**src/rtl/d_write_buffer_pkg.sv**
```systemverilog
// Shared definitions for the D-side write buffer and its arbiter neighbour.
// Contents:
//   WB_* defaults : depth, address/data widths and block-offset size shared with the arbiter
//   wb_state_e    : drain FSM states
//   blk_id()      : cache-block id of a byte address
package d_write_buffer_pkg;

  localparam int unsigned WB_DEPTH   = 4;
  localparam int unsigned WB_ADDR_W  = 16;
  localparam int unsigned WB_DATA_W  = 16;
  localparam int unsigned WB_BLK_OFF = 4;
  // Widest address the block-id helper handles; narrower addresses are zero-extended.
  localparam int unsigned WB_AMAX    = 32;

  typedef enum logic {
    IDLE = 1'b0,
    REQ  = 1'b1
  } wb_state_e;

  function automatic logic [WB_AMAX-1:0] blk_id(input logic [WB_AMAX-1:0] addr,
                                                input int unsigned       off);
    return addr >> off;
  endfunction

endpackage

```
**src/rtl/d_write_buffer_wb_entry_cam.sv**
```systemverilog
// Address compare array for the write buffer entries.
// Ports:
//   entry_vld_i  : per-entry valid bits
//   entry_addr_i : per-entry store addresses
//   head_i       : index of the head entry (excluded from coalescing)
//   st_addr_i    : incoming store address
//   chk_en_i     : miss check valid
//   chk_addr_i   : D-cache miss address under check
//   coal_oh_o    : one-hot match of st_addr_i against valid non-head entries
//   coal_hit_o   : OR of coal_oh_o
//   blk_hit_o    : some valid entry shares the miss address's cache block
module wb_entry_cam
  import d_write_buffer_pkg::*;
#(
  parameter int unsigned DEPTH   = WB_DEPTH,
  parameter int unsigned ADDR_W  = WB_ADDR_W,
  parameter int unsigned BLK_OFF = WB_BLK_OFF
) (
  input  logic [DEPTH-1:0]             entry_vld_i,
  input  logic [DEPTH-1:0][ADDR_W-1:0] entry_addr_i,
  input  logic [$clog2(DEPTH)-1:0]     head_i,
  input  logic [ADDR_W-1:0]            st_addr_i,
  input  logic                         chk_en_i,
  input  logic [ADDR_W-1:0]            chk_addr_i,
  output logic [DEPTH-1:0]             coal_oh_o,
  output logic                         coal_hit_o,
  output logic                         blk_hit_o
);

  localparam int unsigned PTR_W = $clog2(DEPTH);

  logic [WB_AMAX-1:0] chk_blk;
  logic               any_blk;

  always_comb begin
    chk_blk   = blk_id(WB_AMAX'(chk_addr_i), BLK_OFF);
    coal_oh_o = '0;
    any_blk   = 1'b0;
    for (int i = 0; i < DEPTH; i++) begin
      // The head may be on the bus right now, so its data must never change.
      coal_oh_o[i] = entry_vld_i[i] && (head_i != PTR_W'(i)) &&
                     (entry_addr_i[i] == st_addr_i);
      if (entry_vld_i[i] && (blk_id(WB_AMAX'(entry_addr_i[i]), BLK_OFF) == chk_blk)) begin
        any_blk = 1'b1;
      end
    end
    coal_hit_o = |coal_oh_o;
    blk_hit_o  = chk_en_i & any_blk;
  end

endmodule

```
**src/rtl/d_write_buffer.sv**
```systemverilog
// Write-through store buffer between the MEM stage and the memory arbiter D port.
// Stores are accepted one per cycle into a circular FIFO and retired one at a
// time under a req/ack handshake. Stores to an address already buffered (other
// than the head) are merged in place. raw_hold tells the fill FSM that a
// buffered store touches the block it wants to fetch.
// Ports:
//   clk, rst                      : clock, synchronous active-high reset
//   st_en, st_addr, st_data       : store request from MEM stage
//   full, empty, count            : occupancy status (registered-state decodes)
//   mem_wr_req/addr/data          : head write offered to the arbiter
//   mem_wr_ack                    : arbiter accepted the head write (1-cycle pulse)
//   miss_chk_en, miss_chk_addr    : pending miss under check
//   raw_hold                      : fill of that miss block must wait
module d_write_buffer
  import d_write_buffer_pkg::*;
#(
  parameter int unsigned DEPTH   = WB_DEPTH,
  parameter int unsigned ADDR_W  = WB_ADDR_W,
  parameter int unsigned DATA_W  = WB_DATA_W,
  parameter int unsigned BLK_OFF = WB_BLK_OFF
) (
  input  logic                   clk,
  input  logic                   rst,
  input  logic                   st_en,
  input  logic [ADDR_W-1:0]      st_addr,
  input  logic [DATA_W-1:0]      st_data,
  output logic                   full,
  output logic                   empty,
  output logic [$clog2(DEPTH):0] count,
  output logic                   mem_wr_req,
  output logic [ADDR_W-1:0]      mem_wr_addr,
  output logic [DATA_W-1:0]      mem_wr_data,
  input  logic                   mem_wr_ack,
  input  logic [ADDR_W-1:0]      miss_chk_addr,
  input  logic                   miss_chk_en,
  output logic                   raw_hold
);

  localparam int unsigned PTR_W = $clog2(DEPTH);
  localparam int unsigned CNT_W = PTR_W + 1;

  wb_state_e                   state_q, state_d;
  logic [PTR_W-1:0]            head_q, head_d;
  logic [PTR_W-1:0]            tail_q, tail_d;
  logic [CNT_W-1:0]            count_q, count_d;
  logic [DEPTH-1:0]            vld_q, vld_d;
  logic [DEPTH-1:0][ADDR_W-1:0] addr_q;
  logic [DEPTH-1:0][DATA_W-1:0] data_q;

  logic             push_ok, pop, alloc;
  logic [DEPTH-1:0] coal_oh;
  logic             coal_hit;

  wb_entry_cam #(
    .DEPTH   (DEPTH),
    .ADDR_W  (ADDR_W),
    .BLK_OFF (BLK_OFF)
  ) u_cam (
    .entry_vld_i  (vld_q),
    .entry_addr_i (addr_q),
    .head_i       (head_q),
    .st_addr_i    (st_addr),
    .chk_en_i     (miss_chk_en),
    .chk_addr_i   (miss_chk_addr),
    .coal_oh_o    (coal_oh),
    .coal_hit_o   (coal_hit),
    .blk_hit_o    (raw_hold)
  );

  assign full    = (count_q == CNT_W'(DEPTH));
  assign empty   = (count_q == '0);
  assign count   = count_q;
  // An ack outside REQ is a stray pulse and must not pop anything.
  assign pop     = (state_q == REQ) && mem_wr_ack;
  assign push_ok = st_en && !full;
  assign alloc   = push_ok && !coal_hit;

  always_comb begin
    state_d = state_q;
    head_d  = head_q + PTR_W'(pop);
    tail_d  = tail_q + PTR_W'(alloc);
    count_d = count_q;
    vld_d   = vld_q;
    case ({alloc, pop})
      2'b10:   count_d = count_q + CNT_W'(1);
      2'b01:   count_d = count_q - CNT_W'(1);
      default: count_d = count_q;
    endcase
    // A non-full FIFO always has a free slot at tail, distinct from the head.
    if (pop)   vld_d[head_q] = 1'b0;
    if (alloc) vld_d[tail_q] = 1'b1;
    case (state_q)
      IDLE:    if (count_q != '0) state_d = REQ;
      REQ:     if (mem_wr_ack)    state_d = IDLE;
      default: state_d = IDLE;
    endcase
  end

  always_ff @(posedge clk) begin
    if (rst) begin
      state_q <= IDLE;
      head_q  <= '0;
      tail_q  <= '0;
      count_q <= '0;
      vld_q   <= '0;
    end else begin
      state_q <= state_d;
      head_q  <= head_d;
      tail_q  <= tail_d;
      count_q <= count_d;
      vld_q   <= vld_d;
    end
  end

  // Entry payload carries no reset; validity is tracked in vld_q.
  always_ff @(posedge clk) begin
    for (int i = 0; i < DEPTH; i++) begin
      if (alloc && (tail_q == PTR_W'(i))) begin
        addr_q[i] <= st_addr;
        data_q[i] <= st_data;
      end else if (push_ok && coal_oh[i]) begin
        data_q[i] <= st_data;
      end
    end
  end

  // Bus outputs are forced to zero when not requesting so that stale payload
  // never appears on the arbiter port, including right after reset.
  always_comb begin
    mem_wr_req  = (state_q == REQ);
    mem_wr_addr = '0;
    mem_wr_data = '0;
    if (state_q == REQ) begin
      mem_wr_addr = addr_q[head_q];
      mem_wr_data = data_q[head_q];
    end
  end

endmodule
```
**config.mk**
```make
export PLATFORM = sky130hd
export DESIGN_NAME = d_write_buffer
export DESIGN_NICKNAME = d
export VERILOG_FILES = /design/src/rtl/d_write_buffer_pkg.sv /design/src/rtl/d_write_buffer_wb_entry_cam.sv /design/src/rtl/d_write_buffer.sv
export SDC_FILE = /design/constraint.sdc
export NUM_CORES = 1
export LEC_CHECK = 0
export CAP_MARGIN = 25
export CORE_MARGIN = 1
export CORE_UTILIZATION = 50
export DETAILED_ROUTE_END_ITERATION = 10
export DONT_BUFFER_PORTS = 1
export GPL_ROUTABILITY_DRIVEN = 0
export HOLD_SLACK_MARGIN = 0.06
export SYNTH_ARGS = -nofsm -noshare
export SYNTH_HDL_FRONTEND = slang
export SYNTH_SLANG_ARGS = --single-unit
```
**constraint.sdc**
```tcl
create_clock -name clk -period 5.6 [get_ports clk]
set_clock_uncertainty 0.2 [all_clocks]
set_input_delay 0.56 -clock clk [delete_from_list [all_inputs] [get_ports clk]]
set_output_delay 0.56 -clock clk [all_outputs]
set_load 0.1 [all_outputs]
```
After elaboration in Yosys (flattened, before gate mapping). Index checks and enable logic that the tools add are counted.

Logic and storage cells: 108. Output and inout bits: 39. Register bits: 140. Input port bits: 53. Bits in writable memories: 0. Latch bits: 0. Memories: 0. Memory bits (read-only): 0.

Eq/ne operators: 17. $lt $le $gt $ge: 4. Bitwise logic cells: 5. Add/subtract/negate cells: 4. $mul: 0. Mux-type cells: 28. Shift-type cells: 0. Reduce and logical (&&, ||, !) cells: 37. Div/mod/pow operators: 0.

Operators by type and width (count): 16-bit 2-to-1 mux (12); 16-bit binary-select mux with 2-bit select (2); 16-bit == test (4); 12-bit == test (4); 1-bit logical AND (25); 2-bit nonzero test (6); 1-bit 2-to-1 mux (8); 4-bit 2-to-1 mux (2); 2-bit == test, second input constant (3); 2-bit by 3-bit < comparator with 1-bit output, second input constant (2); 3-bit case mux with 2 select lines (1); 2-bit by 1-bit adder with 2-bit output (2); 4-bit bitwise AND (1); 1-bit demux with 2-bit select (2); 2-bit by 1-bit == test with 1-bit output, second input constant (2); 2-bit by 1-bit >= comparator with 1-bit output, second input constant (2); 2-bit inequality test, second input constant (2); 4-bit inverter (1); 4-bit bitwise OR (1); 4-bit OR reduction (1); 3-bit by 1-bit adder with 3-bit output, second input constant (1); 3-bit == test, second input constant (1); 3-bit logical NOT (1); 3-bit nonzero test (1); other kinds (7) (8).

Longest topological paths before layout. Gate-level depths: netlist (run 1).

Word-level depth: 9. Mapped depth: 12. Gate-level depth less buffers: 11.

Hierarchy. Synthesis (run 1) repeated with hierarchy kept, for this count alone.

Cell total of the unflattened synthesis: 445. Area total of the unflattened synthesis: 6807.8 µm².

By module, submodules not included: d_write_buffer (cells each 282, area an instance 5504.0 µm², seq. area each 4083.9 µm², times used 1); wb_entry_cam (cells each 163, area an instance 1303.8 µm², seq. area each 0.0 µm², times used 1).

Least setup slack after synthesis (run 1). No wires, ideal clock.

Kind: register to register. Start point: register count_q[0] (netlist: count[0]). End point: register addr_q[0] (netlist name), enable pin. Setup time: 409 ps. Slack: 1587 ps. Cell stages (with the launch flop): 6. Data required time: 4991 ps. Data arrival time: 3404 ps. Buffers on the path: 0. Clock period less this slack: 4013 ps. Cell sequence: dfxtp_1 > inv_2 > and3_1 > nand2b_1 > nand3b_4 > nor3_1.

Cells in the longest elaborated chain, start to end: 5.

Ends and longest elaborated chain: start: declaration (line d_write_buffer.sv:45) `logic [CNT_W-1:0] count_q, count_d;`; start signal: assignment (line d_write_buffer.sv:110) `count_q <= count_d;`; 3-bit == test (line d_write_buffer.sv:70) `assign full = (count_q == CNT_W'(DEPTH));`; named net full (line d_write_buffer.sv:27) `output logic full,`; 1-bit logical NOT (line d_write_buffer.sv:75) `assign push_ok = st_en && !full;`; 1-bit logical AND (line d_write_buffer.sv:75); 1-bit logical AND (line d_write_buffer.sv:76) `assign alloc = push_ok && !coal_hit;`; 1-bit logical AND (line d_write_buffer.sv:118) `if (alloc && (tail_q == PTR_W'(i))) begin`; end signal: indexed assignment (line d_write_buffer.sv:119) `addr_q[i] <= st_addr;`; end: declaration (line d_write_buffer.sv:47) `logic [DEPTH-1:0][ADDR_W-1:0] addr_q;`.

The timed path passes the listed nets, and every way through them passes these cells. A chain may end at the register's enable or synchronous reset.

Worst setup path in the final report (run 1).
Start point: register count_q[2] (netlist: count[2]). End point: register count_q[2] (netlist: count[2]).

Cells in the longest elaborated chain, start to end: 6. Elaborated cells on any way between the ends: 10. Classes of those cells: 2 x add/sub; 3 x eq/ne; 1 x mux; 4 x reduce/logical.

Ends and longest elaborated chain: 3-bit == test (*) (line d_write_buffer.sv:70); named net full (line d_write_buffer.sv:27); 1-bit logical NOT (*) (line d_write_buffer.sv:75); 1-bit logical AND (*) (line d_write_buffer.sv:75); 1-bit logical AND (*) (line d_write_buffer.sv:76); 2-bit by 1-bit == test with 1-bit output or 2-bit == test (tied branches) (line d_write_buffer.sv:84) `case ({alloc, pop})`; 3-bit case mux with 2 select lines or 2-bit nonzero test (tied branches).

Mark *: on every way through the listed nets, which the timed path passes. The rest lies on a longest branch.

==> results.tsv, run 1 <==
metric	value	unit
power_switching_share	41.16	%
antennaDiodeCount	0	
start_kind	flop	
regArea	4088	sq um
drt_initial_violations	334	
grt_first_pass_wirelength	24710	microns
hold_buffers	33	
floorplan.core_area	13350	sq um
power.share.clock	27.7	%
first_global_vias	4222	
regToRegStartpoint	count[2]	
cts_buf_count	17	
worstSetupPathType	reg -> reg	
clock_tree_from_tritoncts	done	
post_synth_inst_count	454	
syn_avg_cell_area	15.16	sq um
core.rowCount	42	
fin_tns_setup	0	ns
timing.critical_path.required	5.74	ns
result_of_the_run	finished clean	
die_y	119.3	microns
internal-power	2.109	mW
vias_per_cell	5.833	
post_synth_instance_area	6883	sq um
netSwitchingPower	1.476	mW
critPathLaunch	count[2]	
dr_total_vias	4019	
max_clock_freq	272.5	MHz
post-dp-hpwl	11020	microns
die-width	119.3	microns
critPathCaptureType	flop	
design.die.area	14240	sq um
cts_num_sinks	140	
post_cts.repair.setup_buffers	0	
clk_pin_slew_worst_paths	0.06	ns
synth_warnings	0	
start_util	51.57	%
drc_errors	0	
report.final.setup_viol	0	
postRouteAntennaNets	0	
final_core_util	60.39	%
ff2ff_path_depth	10	
hp-class	in -> reg	
post_route_cells_drive_above_1_share	19.88	%
insertion_delay	0.42	ns
wire_per_inst	23.18	microns
count_of_distinct_cell_types_in_the_synthesized_netlist	36	
slew_violations	0	
path_max_fanout	10	
ir_drop	0.2926	mV
drt_pre_antenna_iters	5	
multi_input_comb_area	2696	sq um
grt_antenna_before_repair	0	
leakagePower	2.633	nW
fillCellCount	1074	
p_comb_share	35.5	%
fraction_of_the_yosys_area_taken_by_sequential_cells	59.33	%
post_cts_sizing_count	0	
drv.max_cap_violation_count	0	
gr-total-overflow	0	
postSynthNetCount	511	
min_clock_period_post_route	3.669	ns
setup_repair_after_global_routing_missed_its_margin	no	
grtUsageTotal	24.11	%
synth_area_leaders	edfxtp_1, mux4_2, xnor2_1	
power.total	3.585	mW
ff2ff_setup_slack	1.93	ns
synthToLayoutAreaGrowth	17.11	%
relSlewSlack	27.07	%
port_buffers	0	
fin_crit_sh	65.53	%
grt_start_max_net_pins	36	
pwr-share-seq	36.8	%
arrival	3.81	ns
number_of_failing_hold_endpoints_at_the_final_stage	0	
final_nets	557	
clk_path_buf_depth	2	
crit_end	count[2]	
synth_top_cell_area_share	55.84	%
wirelength_routed	15970	microns
worst_slew_pin_slew	1.090	ns
synth_area_leader_cell	edfxtp_1	
htreeDepth	4	
yosys_register_bits	140	
floorplan.io_pins	92	
worst_r2r_endpoint	count[2]	
power_density	444.8	nW/um^2
cts_root_buf	clkbuf_16	
-- routing by layer --
metal	track usage [%]	vias up	part of all wire [%]
li1	-	1802	-
met2	35.90	140	46
met1	34.96	2063	46
met5	0	-	0
met3	6.274	14	6.6
met4	6.953	0	1.2
-- layout by cell type, fill, tap and decap left out, types with 4 or more instances in the layout --
cell type and n:
clkbuf_16 18, nor4_1 13, nand4_1 18, buf_4 11
nand3_1 6, dlygate4sd3_1 33, a21oi_1 4, and2_1 32
xor2_1 46, clkinv_4 4, dfxtp_1 9, edfxtp_1 128
buf_8 4, xnor2_1 70, a21oi_2 4, nand2_1 6
inv_1 5, clkinv_2 5, mux4_2 32, nor2_1 14
-- flip-flops by register name, summed over array words and instances, names as in the netlist --
name / count
head_q: 2
data_q: 64
vld_q: 4
tail_q: 2
addr_q: 64
count: 3
mem_wr_req: 1
-- cell families after synthesis --
kind of cell / after synthesis / synth area share [%]
and+or+nand+nor: 112 / 10.05
muxes: 32 / 10.47
DFF: 140 / 59.33
AOI/OAI and AO/OA: 20 / 2.581
buffers and inverters: 30 / 1.963
xor gates and xnor gates: 116 / 14.76
adders and majority gates: 4 / 0.8363
-- power groups by stage --
| stage | clock network (mW) | registers (mW) | logic, mW |
|---|---|---|---|
| after global placement | 0 | 1.34 | 1.24 |
| after floorplan | 0 | 1.40 | 1.00 |
| final | 0.993 | 1.32 | 1.27 |
| after CTS | 1.01 | 1.32 | 1.29 |
| after detailed placement | 0 | 1.34 | 1.25 |
| after global routing | 1.05 | 1.33 | 1.33 |
-- stage by stage --
step	std cells	area, sq um	hold slack [ns]	worst slack, ns
after floorplan	454	6883	0.2761	1.587
after global placement	620	7142	0.3398	1.983
after detailed placement	624	7202	0.3383	1.929
after CTS	689	8060	0.1822	1.910
after global routing	689	8060	0.2171	1.765
final	689	8060	0.2110	1.931
-- cell type report --
cell class / count / share of cell area [%]
flip-flops and latches: 140 / 50.71
multi-input cells: 284 / 33.45
repair buffers: 49 / 6.178
clock buffers: 18 / 5.324
well taps: 176 / 2.732
clock inverters: 14 / 1.226
inverters: 8 / 0.3726
-- cell usage after synthesis --
cell       count
buf_1          1
o311ai_0       2
or3_1          1
o31ai_2        3
and3_4         2
ha_1           3
a41oi_1        1
o21ai_0        3
nor2_1        14
nand2_1        6
clkbuf_1       9
nand4_1       18
nand3b_4       1
fa_1           1
xnor2_1       70
and2_1        32
buf_2          9
nand3b_1       3
o41ai_2        1
nor4_2         2
inv_2          3
xor2_1        46
nor4_1        13
nor2b_1        2
dfxtp_1       12
mux4_2        32
nand2b_1       3
inv_1          5
a22oi_4        2
edfxtp_1     128
nand3_1        6
nor3_1         5
nand4bb_1      3
buf_4          3
a21oi_1        8
and3_1         1
-- critical path, cell delays in order, from the launching register on --
cell      delay, ns
dfxtp_1        0.30
buf_4          0.30
and3_1         0.88
nand2b_1       0.39
nand3b_4       0.30
ha_1           0.20
inv_1          0.06
fa_1           0.37
xor2_1         0.15
or3_1          0.30
a21oi_1        0.14
-- how the worst min path moves through the flow --
stage,depth (start not counted),slack [ns],endpoint,start
after floorplan,2,0.28,vld_q[3],vld_q[3]
final,3,0.21,vld_q[3],rst
after detailed placement,2,0.34,vld_q[3],vld_q[3]
after global routing,3,0.22,vld_q[1],rst
after global placement,2,0.34,vld_q[3],vld_q[3]
after CTS,3,0.18,vld_q[3],rst
(Power assumes the default switching activity.)
==> run 2, diff against run 1 <==
--- a/config.mk
+++ b/config.mk
@@ -12,6 +12,7 @@
 export DONT_BUFFER_PORTS = 1
 export GPL_ROUTABILITY_DRIVEN = 0
 export HOLD_SLACK_MARGIN = 0.06
+export PLACE_DENSITY = 0.68
 export SYNTH_ARGS = -nofsm -noshare
 export SYNTH_HDL_FRONTEND = slang
 export SYNTH_SLANG_ARGS = --single-unit
==> constraint.sdc (replaced) <==
create_clock -name clk -period 3.28 [get_ports clk]
set_clock_uncertainty 0.2 [all_clocks]
set_input_delay 0.328 -clock clk [delete_from_list [all_inputs] [get_ports clk]]
set_output_delay 0.328 -clock clk [all_outputs]
set_load 0.1 [all_outputs]
==> run 2 against run 1 <==
Effect of this change:
- final area up 3.5%
- utilization up 2.1 points
- non-clock buffer count up 36
- first-iteration DRC count down 5.4%
- flip-flop and latch count unchanged
- sequential power up 70%
- wire length down 0.46%
- global-route usage down 0.38 points
- cell count up 5.1%
- critical path depth up 1
- register-to-register slack worse by 1.8 ns
- critical path type unchanged
- largest power group is now combinational cells
==> results.tsv, run 2 (synthesized netlist as in run 1, its figures left out) <==
metric	value	unit	change
drt_pre_antenna_iters	5		unchanged
design.die.area	14240	sq um	unchanged
min_clock_period_post_route	3.148	ns	was 3.669 ns
final_cell_count_no_fill	724		was 689
critPathCaptureType	flop		unchanged
leakagePower	2.814	nW	was 2.633 nW
netSwitchingPower	2.568	mW	was 1.476 mW
first_global_vias	4376		was 4,222
final_cell_mix	edfxtp_1, xnor2_1, buf_4, xor2_1, dlygate4sd3_1		was edfxtp_1, xnor2_1, xor2_1, dlygate4sd3_1
pwr-share-seq	35.1	%	was 36.8%
wire_per_inst	21.96	microns	was 23.18 microns
die_y	119.3	microns	unchanged
clk_pin_slew_worst_paths	0.06	ns	about the same
clock_tree_from_tritoncts	done		unchanged
dr_total_vias	4198		was 4,019
insertion_delay	0.42	ns	about the same
layout_commonest_cell	edfxtp_1		unchanged
internal-power	3.811	mW	was 2.109 mW
worst_slew_pin_slew	0.9846	ns	was 1.090 ns
synthToLayoutAreaGrowth	21.21	%	was 17.11%
htreeDepth	4		unchanged
drv.max_cap_violation_count	0		unchanged
fillCellCount	994		was 1,074
grt.met1_usage	30.73	%	was 34.96%
grtUsageTotal	23.73	%	was 24.11%
p_comb_share	36.6	%	was 35.5%
cts_num_sinks	140		unchanged
floorplan.core_area	13350	sq um	unchanged
start_kind	flop		unchanged
post_cts_sizing_count	0		unchanged
die-width	119.3	microns	unchanged
grt_start_max_net_pins	35		was 36
path_max_fanout	4		was 10
power.share.clock	28.3	%	was 27.7%
hp-class	in -> reg		unchanged
cts_root_buf	clkbuf_16		unchanged
globalRouteMet3Util	7.088	%	was 6.274%
globalRouteMet2Util	38.26	%	was 35.90%
cts_buf_count	17		unchanged
core.rowCount	42		unchanged
postRouteAntennaNets	0		unchanged
vias_per_cell	5.798		was 5.833
fin_tns_setup	0	ns	unchanged
relSlewSlack	34.15	%	was 27.07%
report.final.setup_viol	0		unchanged
clk_path_buf_depth	2		unchanged
slew_violations	0		unchanged
start_util	51.57	%	unchanged
max_clock_freq	317.7	MHz	was 272.5 MHz
gr-total-overflow	0		unchanged
setup_repair_after_global_routing_missed_its_margin	no		unchanged
drc_errors	0		unchanged
grt_antenna_before_repair	0		unchanged
result_of_the_run	finished clean		unchanged
worstSetupPathType	reg -> reg		unchanged
final_nets	593		was 557
grt_first_pass_wirelength	24570	microns	was 24,710 microns
floorplan.io_pins	92		unchanged
drt_initial_violations	316		was 334
number_of_failing_hold_endpoints_at_the_final_stage	0		unchanged
top_regs	addr_q (64), data_q (64), vld_q (4)		unchanged
arrival	3.29	ns	was 3.81 ns
post-dp-hpwl	10980	microns	was 11,020 microns
power_switching_share	40.25	%	was 41.16%
port_buffers	0		unchanged
placedCellCount	659		was 624
fin_crit_sh	95.98	%	was 65.53%
power_density	764.6	nW/um^2	was 444.8 nW/um^2
timing.critical_path.required	3.42	ns	was 5.74 ns
antennaDiodeCount	0		unchanged
ir_drop	0.5764	mV	was 0.2926 mV
wirelength_routed	15900	microns	was 15,970 microns
grt_most_used_layer	met2		unchanged
post_cts.repair.setup_buffers	0		unchanged
post_route_cells_drive_above_1_share	25.73	%	was 19.88%
[run 2: layer usage]
layer / vias up / part of all wire [%]
met4: 0 / 1.9
met3: 24 / 7.6
li1: 1870 / -
met5: - / 0
met1: 2131 / 41
met2: 173 / 49
[run 2: final timing paths]
check | from | to | slack (ns) | cells past startpoint
hold reg to reg | vld_q[3] | vld_q[3] | 0.35 | 2
setup / recovery | addr_q[10] | count[2] | 0.13 | 11
setup reg to reg | addr_q[10] | count[2] | 0.13 | 11
hold / removal | st_en | data_q[23] | 0.32 | 2
[run 2: layout make-up]
cell class / count / area (sq um) / share of cell area [%]
Sequential cell: 140 / 4091 / 49.04
Multi-Input combinational cell: 284 / 2704 / 32.41
Timing Repair Buffer: 85 / 734.5 / 8.803
Clock buffer: 17 / 425.4 / 5.099
Tap cell: 176 / 220.2 / 2.639
Clock inverter: 14 / 137.6 / 1.650
Inverter: 8 / 30.03 / 0.3599
[run 2: power groups by stage]
stage                     clock network [mW]  registers, mW  logic, mW
after CTS                               1.84           2.24       2.35
after global placement                     0           2.27       2.27
after global routing                    1.91           2.26       2.45
after floorplan                            0           2.39       1.71
after detailed placement                   0           2.28       2.29
final                                   1.81           2.24       2.33
[run 2: through the flow]
| step | setup WS [ns] | hold slack, ns | total power [mW] | util [%] | area, sq um |
|---|---|---|---|---|---|
| floorplan | 0.02620 | 0.1996 | 4.104 | - | 6898 |
| global placement | 0.2814 | 0.1922 | 4.541 | 55.54 | 7413 |
| detailed placement | 0.2036 | 0.1966 | 4.568 | 55.74 | 7440 |
| CTS | 0.1864 | 0.3008 | 6.428 | 62.50 | 8343 |
| global route | 0.002947 | 0.3372 | 6.607 | 62.50 | 8343 |
| finish | 0.1320 | 0.3222 | 6.379 | 62.50 | 8343 |
[run 2: repair_timing]
item                                    in CTS  in global routing
hold buffers                                34                  0
hold endpoints to repair                   140                  0
endpoints found under the setup margin       0                  0
[run 2: critical path, cell delays in order (launching register included)]
cell	delay [ns]
edfxtp_1	0.45
xnor2_1	0.29
nand4_1	0.15
nor4_1	0.50
a22oi_4	0.13
nand3b_4	0.14
ha_1	0.18
inv_1	0.06
fa_1	0.37
xor2_1	0.16
or3_1	0.30
a21oi_1	0.14
==> run 3, diff against run 2 <==
--- a/config.mk
+++ b/config.mk
@@ -11,6 +11,7 @@
 export DETAILED_ROUTE_END_ITERATION = 10
 export DONT_BUFFER_PORTS = 1
 export GPL_ROUTABILITY_DRIVEN = 0
+export GPL_TIMING_DRIVEN = 0
 export HOLD_SLACK_MARGIN = 0.06
 export PLACE_DENSITY = 0.68
 export SYNTH_ARGS = -nofsm -noshare
==> run 3 against run 2 <==
Effect of this change:
- critical path depth unchanged
- clock-buffer cell count did not move
- utilization shrank 0.21 points
- sequential share of layout area increased by 0.15 points
- largest cell class unchanged
- critical endpoint unchanged
- final area fell by 0.33%
- wire length up 3.9%
- critical path type unchanged
- fmax is 2.1% lower
- highest routed layer unchanged
- worst setup slack worse by 0.069 ns
==> results.tsv, run 3 (synthesized netlist as in run 1, its figures left out) <==
metric	value	unit	change
start_util	51.57	%	unchanged
post_cts.repair.setup_buffers	0		unchanged
vias_per_cell	5.843		was 5.798
gr-total-overflow	0		unchanged
cts_root_buf	clkbuf_16		unchanged
drt_initial_violations	334		was 316
clk_path_buf_depth	2		unchanged
setup_repair_after_global_routing_missed_its_margin	yes		was no
drt_pre_antenna_iters	5		unchanged
relSlewSlack	33.98	%	was 34.15%
power_density	759.8	nW/um^2	was 764.6 nW/um^2
insertion_delay	0.42	ns	about the same
floorplan.io_pins	92		unchanged
min_clock_period_post_route	3.217	ns	was 3.148 ns
wire_per_inst	23.40	microns	was 21.96 microns
report.final.setup_viol	0		unchanged
fin_crit_sh	98.07	%	was 95.98%
final_cell_mix	edfxtp_1, xnor2_1, xor2_1, dlygate4sd3_1, mux4_2		was edfxtp_1, xnor2_1, buf_4, xor2_1, dlygate4sd3_1
worstSetupPathType	reg -> reg		unchanged
top_regs	addr_q (64), data_q (64), vld_q (4)		unchanged
start_kind	flop		unchanged
grt_start_max_net_pins	17		was 35
slew_violations	0		unchanged
clock_tree_from_tritoncts	done		unchanged
grt_first_pass_wirelength	25120	microns	was 24,570 microns
die-width	119.3	microns	unchanged
number_of_failing_hold_endpoints_at_the_final_stage	0		unchanged
htreeDepth	4		unchanged
antennaDiodeCount	0		unchanged
final_cell_count_no_fill	706		was 724
result_of_the_run	finished clean		unchanged
design.die.area	14240	sq um	unchanged
core.rowCount	42		unchanged
hp-class	in -> reg		unchanged
hold_slack	0.1893	ns	was 0.3222 ns
critPathCaptureType	flop		unchanged
placedCellCount	640		was 659
drc_errors	0		unchanged
synthToLayoutAreaGrowth	20.81	%	was 21.21%
port_buffers	0		unchanged
dr_total_vias	4125		was 4,198
die_y	119.3	microns	unchanged
post_route_cells_drive_above_1_share	26.98	%	was 25.73%
max_clock_freq	310.9	MHz	was 317.7 MHz
layout_commonest_cell	edfxtp_1		unchanged
worst_slew_pin_slew	0.9871	ns	was 0.9846 ns
post-dp-hpwl	11890	microns	was 10,980 microns
grt_antenna_before_repair	0		unchanged
leakagePower	2.723	nW	was 2.814 nW
timing.critical_path.required	3.43	ns	was 3.42 ns
arrival	3.36	ns	was 3.29 ns
floorplan.core_area	13350	sq um	unchanged
grtUsageTotal	24.66	%	was 23.73%
postRouteAntennaNets	0		unchanged
ir_drop	0.4359	mV	was 0.5764 mV
clk_pin_slew_worst_paths	0.07	ns	was 0.06 ns
path_max_fanout	10		was 4
first_global_vias	4299		was 4,376
final_nets	574		was 593
cts_buf_count	17		unchanged
cts_num_sinks	140		unchanged
wirelength_routed	16520	microns	was 15,900 microns
drv.max_cap_violation_count	0		unchanged
power.total	6.318	mW	was 6.379 mW
run 3: changes by cell type in the layout (fill, tap and decap cells not counted), moves of 4 or more:
| cell | change |
|---|---|
| and2_1 | -24 |
| and2_2 | +24 |
| buf_2 | +9 |
| buf_4 | -46 |
| buf_8 | +5 |
| clkbuf_1 | +9 |
| clkinvlp_4 | -4 |
| dfxtp_2 | -4 |
| inv_6 | +4 |
run 3: power breakdown:
group,total [mW],switching (mW),internal [mW]
clock network,1.80,0.807,0.991
registers,2.35,0.227,2.12
logic,2.17,1.62,0.550
total,6.32,2.65,3.67
run 3: what timing repair did:
item | CTS | global route
resized for setup | 3 | 30
endpoints found under the setup margin | 12 | 25
hold buffers | 34 | 0
endpoints found under the hold margin | 140 | 0
cloned | 0 | 0
run 3: metrics by stage:
stage               worst slack [ns]  area [sq um]  TNS (ns)  utilization, %
floorplan                    0.02620          6898         0               -
finish                       0.06334          8315         0           62.30
global placement             -0.6247          7118    -58.15           53.33
detailed placement           -0.3001          7345   -0.4654           55.02
CTS                         0.005433          8248         0           61.79
global route                -0.07626          8315  -0.07626           62.30
run 3: cell type report:
| class | count | area, sq um |
|---|---|---|
| Inverter | 8 | 30.03 |
| Fill cell | 1006 | 5032 |
| Clock buffer | 17 | 425.4 |
| Buffer | 22 | 105.1 |
| Sequential cell | 140 | 4090 |
| Clock inverter | 15 | 130.1 |
| Timing Repair Buffer | 44 | 524.3 |
| Multi-Input combinational cell | 284 | 2790 |
| Tap cell | 176 | 220.2 |
run 3: worst paths after layout:
check               endpoint  depth (start not counted)       start  slack (ns)
setup / recovery    count[2]                         11  addr_q[25]        0.06
hold / removal    data_q[36]                          2       st_en        0.19
setup reg to reg    count[2]                         11  addr_q[25]        0.06
hold reg to reg     vld_q[3]                          2    vld_q[3]        0.37
run 3: worst max-delay path: stages (launching register included):
cell      delay (ns)
edfxtp_1        0.46
xnor2_1         0.22
nand4_1         0.22
nor4_2          0.39
a22oi_4         0.16
nand3b_4        0.21
ha_1            0.22
inv_1           0.06
fa_1            0.37
xor2_1          0.16
or3_1           0.30
a21oi_1         0.16
run 3: routing by layer:
layer | vias up | GRT usage [%] | part of all wire [%]
met5 | - | 0 | 0
met4 | 0 | 9.766 | 2.1
met3 | 22 | 7.519 | 8.7
met2 | 180 | 38.23 | 48
met1 | 2085 | 32.55 | 41
li1 | 1838 | - | -
